--- config.mk ---
export PLATFORM = sky130hd
export DESIGN_NAME = hazard_controller
export DESIGN_NICKNAME = d
export VERILOG_FILES = /design/src/rtl/hazard_controller_pkg.sv /design/src/rtl/hazard_controller_muldiv_sequencer.sv /design/src/rtl/hazard_controller.sv
export SDC_FILE = /design/constraint.sdc
export NUM_CORES = 1
export LEC_CHECK = 0
export CORE_MARGIN = 2
export CORE_UTILIZATION = 40
export DETAILED_ROUTE_END_ITERATION = 6
export PLACE_DENSITY = 0.7
export SYNTH_ARGS = -nofsm -noshare
export SYNTH_HDL_FRONTEND = slang
export SYNTH_SLANG_ARGS = --single-unit
--- constraint.sdc ---
create_clock -name CLK -period 2 [get_ports CLK]
set_clock_uncertainty 0.05 [all_clocks]
set_input_delay 0.3 -clock CLK [delete_from_list [all_inputs] [get_ports CLK]]
set_output_delay 0.3 -clock CLK [all_outputs]
set_load 0.02 [all_outputs]
--- src/rtl/hazard_controller_pkg.sv ---
// Shared types for the pipeline interlock controller: scoreboard entries and
// the mult/div sequencer state encoding.
package hazard_controller_pkg;

  localparam logic [4:0] REG_ZERO = 5'd0;

  typedef struct packed {
    logic       valid;
    logic [4:0] dest;
    logic       is_load;
  } sb_entry_t;

  localparam sb_entry_t SB_EMPTY = '{valid: 1'b0, dest: REG_ZERO, is_load: 1'b0};

  typedef enum logic [1:0] {StIdle, StBusy, StDone} md_state_t;

  // True when a valid ID instruction reads the register an in-flight entry will write.
  function automatic logic src_match(sb_entry_t e, logic id_valid,
                                     logic uses_rs, logic [4:0] rs,
                                     logic uses_rt, logic [4:0] rt);
    return e.valid & id_valid & ((uses_rs & (rs == e.dest)) | (uses_rt & (rt == e.dest)));
  endfunction

endpackage

--- src/rtl/hazard_controller_muldiv_sequencer.sv ---
// Multi-cycle mult/div sequencer: tracks unit occupancy from issue until the
// HI/LO result becomes valid.
module hazard_controller_muldiv_sequencer
  import hazard_controller_pkg::*;
#(
  parameter int unsigned MULDIV_LATENCY = 4
) (
  input  logic CLK,
  input  logic RESET,
  input  logic issue,
  output logic muldiv_start,
  output logic muldiv_busy,
  output logic hilo_valid
);

  localparam int unsigned CntW = (MULDIV_LATENCY > 2) ? $clog2(MULDIV_LATENCY) : 1;

  md_state_t       state;
  logic [CntW-1:0] cnt;

  assign muldiv_start = issue & (state == StIdle);

  // Issue cycle + (LATENCY-2) BUSY countdown + 1 -> DONE lands LATENCY cycles after issue.
  always_ff @(posedge CLK or posedge RESET) begin
    if (RESET) begin
      state       <= StIdle;
      cnt         <= '0;
      muldiv_busy <= 1'b0;
      hilo_valid  <= 1'b0;
    end else begin
      case (state)
        StIdle: begin
          if (issue) begin
            state       <= StBusy;
            cnt         <= CntW'(MULDIV_LATENCY - 2);
            muldiv_busy <= 1'b1;
          end
        end
        StBusy: begin
          if (cnt == '0) begin
            state      <= StDone;
            hilo_valid <= 1'b1;
          end else begin
            cnt <= cnt - 1'b1;
          end
        end
        StDone: begin
          state       <= StIdle;
          hilo_valid  <= 1'b0;
          muldiv_busy <= 1'b0;
        end
        default: begin
          state       <= StIdle;
          muldiv_busy <= 1'b0;
          hilo_valid  <= 1'b0;
        end
      endcase
    end
  end

endmodule

--- src/rtl/hazard_controller.sv ---
// Pipeline interlock controller: scoreboard of in-flight destinations, hazard
// detection for stalls the forwarding network cannot cover, and mult/div sequencing.
module hazard_controller
  import hazard_controller_pkg::*;
#(
  parameter int unsigned MULDIV_LATENCY = 4,
  parameter int unsigned STALL_CNT_W    = 16
) (
  input  logic                   CLK,
  input  logic                   RESET,
  input  logic                   ID_Valid,
  input  logic [4:0]             ID_rs,
  input  logic [4:0]             ID_rt,
  input  logic                   ID_uses_rs,
  input  logic                   ID_uses_rt,
  input  logic [4:0]             ID_dest,
  input  logic                   ID_reg_write,
  input  logic                   ID_load,
  input  logic                   ID_branch_jr,
  input  logic                   ID_muldiv,
  input  logic                   ID_hilo_read,
  input  logic                   Redirect,
  output logic                   stall,
  output logic                   bubble_EXE,
  output logic                   flush_IF,
  output logic                   muldiv_start,
  output logic                   muldiv_busy,
  output logic                   hilo_valid,
  output logic [STALL_CNT_W-1:0] stall_count
);

  sb_entry_t sb_exe, sb_mem, sb_wb;
  logic      match_exe, match_mem;
  logic      load_use_haz, branch_haz, muldiv_haz;
  logic      issue;

  assign match_exe = src_match(sb_exe, ID_Valid, ID_uses_rs, ID_rs, ID_uses_rt, ID_rt);
  assign match_mem = src_match(sb_mem, ID_Valid, ID_uses_rs, ID_rs, ID_uses_rt, ID_rt);

  assign load_use_haz = match_exe & sb_exe.is_load;
  // Non-load MEM results and anything in WB reach ID through forwarding.
  assign branch_haz   = ID_branch_jr & (match_exe | (match_mem & sb_mem.is_load));
  assign muldiv_haz   = (ID_muldiv | ID_hilo_read) & ID_Valid & muldiv_busy;

  assign stall      = load_use_haz | branch_haz | muldiv_haz;
  assign bubble_EXE = stall;
  assign flush_IF   = Redirect & ~stall & ~RESET;
  assign issue      = ID_Valid & ID_muldiv & ~stall & ~RESET;

  always_ff @(posedge CLK or posedge RESET) begin
    if (RESET) begin
      sb_exe <= SB_EMPTY;
      sb_mem <= SB_EMPTY;
      sb_wb  <= SB_EMPTY;
    end else begin
      sb_wb  <= sb_mem;
      sb_mem <= sb_exe;
      if (ID_Valid & ID_reg_write & (ID_dest != REG_ZERO) & ~stall) begin
        sb_exe <= '{valid: 1'b1, dest: ID_dest, is_load: ID_load};
      end else begin
        sb_exe <= SB_EMPTY;
      end
    end
  end

  // WB is tracked for completeness of the pipeline view but never causes a stall.
  logic unused_wb;
  assign unused_wb = ^sb_wb;

  always_ff @(posedge CLK or posedge RESET) begin
    if (RESET) begin
      stall_count <= '0;
    end else if (stall && (stall_count != '1)) begin
      stall_count <= stall_count + 1'b1;
    end
  end

  hazard_controller_muldiv_sequencer #(
    .MULDIV_LATENCY(MULDIV_LATENCY)
  ) u_muldiv_sequencer (
    .CLK         (CLK),
    .RESET       (RESET),
    .issue       (issue),
    .muldiv_start(muldiv_start),
    .muldiv_busy (muldiv_busy),
    .hilo_valid  (hilo_valid)
  );

endmodule

==> metrics.cfg <==
[grt]
antenna_found_initial = 0
grtUsageTotal_pct = 16.4
grt_pass1_wl_um = 6530
grt_max_degree = 37
grt_pass1_vias = 1406
grt-ovfl-total = 0

[drt]
wl_per_cell_um = 14.0
drt-total-wl_um = 4130
drt_iter0_markers = 61
drc = 0
dr_total_vias = 1499
via_per_inst = 5.10
drt_pass1_iterations = 4
ant_nets = 0

[flow_run]
maxCapViolCount = 0

[logic_synthesis]
yosysUniqueCellTypes = 39
syn_inst = 170
ys_seq_area_share_pct = 48.7
ys.flop_type = dfrtp_1
synth_edf_count = 0
ys_warn_count = 0
synth_fp_nets = 198
synth_area_sq_mm = 0.00185
synth_area_per_cell_sq_um = 10.9
synth_seq_cells = 36
async_flop_share_pct = 100

[layout]
design_area_sq_mm = 0.00266
nNetsFinal = 272
drive_above_1_share_pct = 23.1
final_core_utilization_pct = 60.2
area_growth_pct = 43.5
num_antenna_cells = 0
multiInputGateArea_sq_um = 936
num-fill-cells = 369
regArea_sq_um = 901

[timing]
setup_slack_ps = -123
rsz0062_at_grt = true
final-hold-violation-count = 0
fmax_ghz = 0.471
period_needed_ps = 2120
slew_headroom_pct = 68.5
final.period_utilization_pct = 106
slew_viol_final = 0
setup_viol = 4
tightest_slew_ps = 470

[power]
p_per_area_mw_per_mm2 = 845
p_leak_nw = 1.22
peakVddDrop_uv = 795

[clock_network]
cts_root_buf = clkbuf_8
cts_tree = done
cts_htree_levels = 2
clkSlewWorstSetupHoldPaths_ps = 70
clock-sinks = 36
clockBufferDepth = 2
cts_buffers = 5
clk_latency_ps = 280

[placement]
placed_area_sq_mm = 0.00250
globalplace.congestion = 0.752
place_hpwl_um = 2990
port_buffers = 47
dpl_worst_slack_ps = -678

[setup_path]
rrSetupSlack_ps = 40
crit_arrival_ps = 1770
critical_path_class = reg -> out
regToRegStartpoint = sb_exe[2]
crit_path_end_kind = output pin
r2r_end = stall_count[12]
cp-start-kind = flop
r2r_cells = 7
critPathMaxFanout = 3
startpoint = sb_exe[2]
required_ps = 1650

[floorplan]
initial_core_util_pct = 41.9
die_area_sq_mm = 0.00519
ios = 48
die_y_um = 72.0
rows = 24
core_sq_mm = 0.00441
die_w_um = 72.0

[outcome]
failed_checks = negative setup slack
outcome = finished with violations

[hold_path]
min_to = sb_mem[6]
worstHoldPathType = reg -> reg
min_from = sb_exe[6]
hold_depth = 0

report_power, final:
part | switching, W | leakage, nW | total (W) | internal (W)
Clock | 0.000233 | 0.0359 | 0.000457 | 0.000224
Combinational | 0.000396 | 0.716 | 0.000843 | 0.000446
Sequential | 0.0000935 | 0.472 | 0.000945 | 0.000852
Total | 0.000723 | 1.22 | 0.00224 | 0.00152
state kept, by name (all words and copies together) (netlist names):
signal and cells:
stall_count 16, sb_exe 7, sb_mem 7, u_muldiv_sequencer.cnt 2
u_muldiv_sequencer.state 2, u_muldiv_sequencer.hilo_valid 1, u_muldiv_sequencer.muldiv_busy 1
cells in the final DEF, fill, tap and decap left out, types with 2 or more instances in the layout:
cell and instances:
xnor2_1 18, xnor2_2 3, dlygate4sd2_1 12, o32a_1 2, o22ai_2 3, xor2_1 9, nand3_1 3, nand2_1 13
a21o_1 2, mux2_1 2, a21oi_1 3, nand4_1 11, dfrtp_1 36, a211oi_2 6, buf_6 4, clkbuf_8 5
inv_1 13, and3_1 3, clkdlybuf4s50_1 31, nor2_1 11, buf_4 23, o211ai_1 2, a211oi_1 3
cells in the mapped netlist, types with 2 or more instances:
cell type	n	share of area (%)
and3_1	4	1.4
ha_1	2	1.4
a21o_1	2	0.81
o22ai_2	2	1.4
inv_1	14	2.8
mux2_1	2	1.2
nand4_1	11	3.7
a211oi_2	5	3.4
a211oi_1	4	1.6
dfrtp_1	36	49
o32a_1	2	1.1
and2_1	2	0.68
a21oi_1	3	0.81
xor2_1	9	4.3
xnor2_1	21	9.9
nor2_1	11	2.2
nand3_1	5	1.4
o211ai_1	2	0.81
nand2_1	13	2.6
layer usage:
metal	track usage (%)	up-vias	routed length, um
met5	0	-	0
li1	-	746	-
met2	24.8	32	1920
met3	3.89	7	174
met1	22.7	714	1950
met4	6.71	0	80
layout make-up:
| type | instances | share of cell area [%] |
|---|---|---|
| inverter | 14 | 1.98 |
| multi-input combinational | 117 | 35.2 |
| clock buffer | 5 | 2.59 |
| sequential | 36 | 33.9 |
| tap | 52 | 2.45 |
| timing repair buffer | 70 | 23.8 |
worst max-delay path, stage by stage (launching register included):
cell and delay, ps:
dfrtp_1 420, xnor2_1 170, nand4_1 150, o22ai_2 180, o22ai_2 100, and2_4 190
and3_4 160, buf_6 120
cells by family (layout without fill, tap and decap cells):
logic type | count (synthesis) | count (layout) | share of synthesized area [%]
AOI/OAI and AO/OA | 27 | 27 | 12.8
xor gates and xnor gates | 30 | 30 | 14.2
adders and majority gates | 2 | 2 | 1.35
buffers and inverters | 17 | 89 | 4.06
DFF | 36 | 36 | 48.7
muxes | 3 | 3 | 1.76
and+or+nand+nor | 55 | 55 | 17.2
how the worst max path moves through the flow:
stage                                 end  cells after the start
after floorplan           stall_count[11]                      7
after global placement           flush_IF                      8
after detailed placement         flush_IF                      8
after CTS                        flush_IF                      7
after global routing             flush_IF                      7
final                            flush_IF                      7
per-stage QoR:
stage               power (W)  hold WS, ps  std cells  TNS [ps]
detailed placement    0.00175          342        284     -6370
global route          0.00238          372        294      -662
finish                0.00224          352        294      -274
global placement      0.00174          338        284     -5970
floorplan             0.00137          322        170         0
CTS                   0.00223          351        289      -289
repair_timing:
action / CTS / global route
hold buffers: 0 / 0
endpoints found under the setup margin: 7 / 15
setup buffers: 0 / 6
pin swaps: 10 / 12
gates resized for setup: 44 / 4
Power figures use the tool's default switching activity.
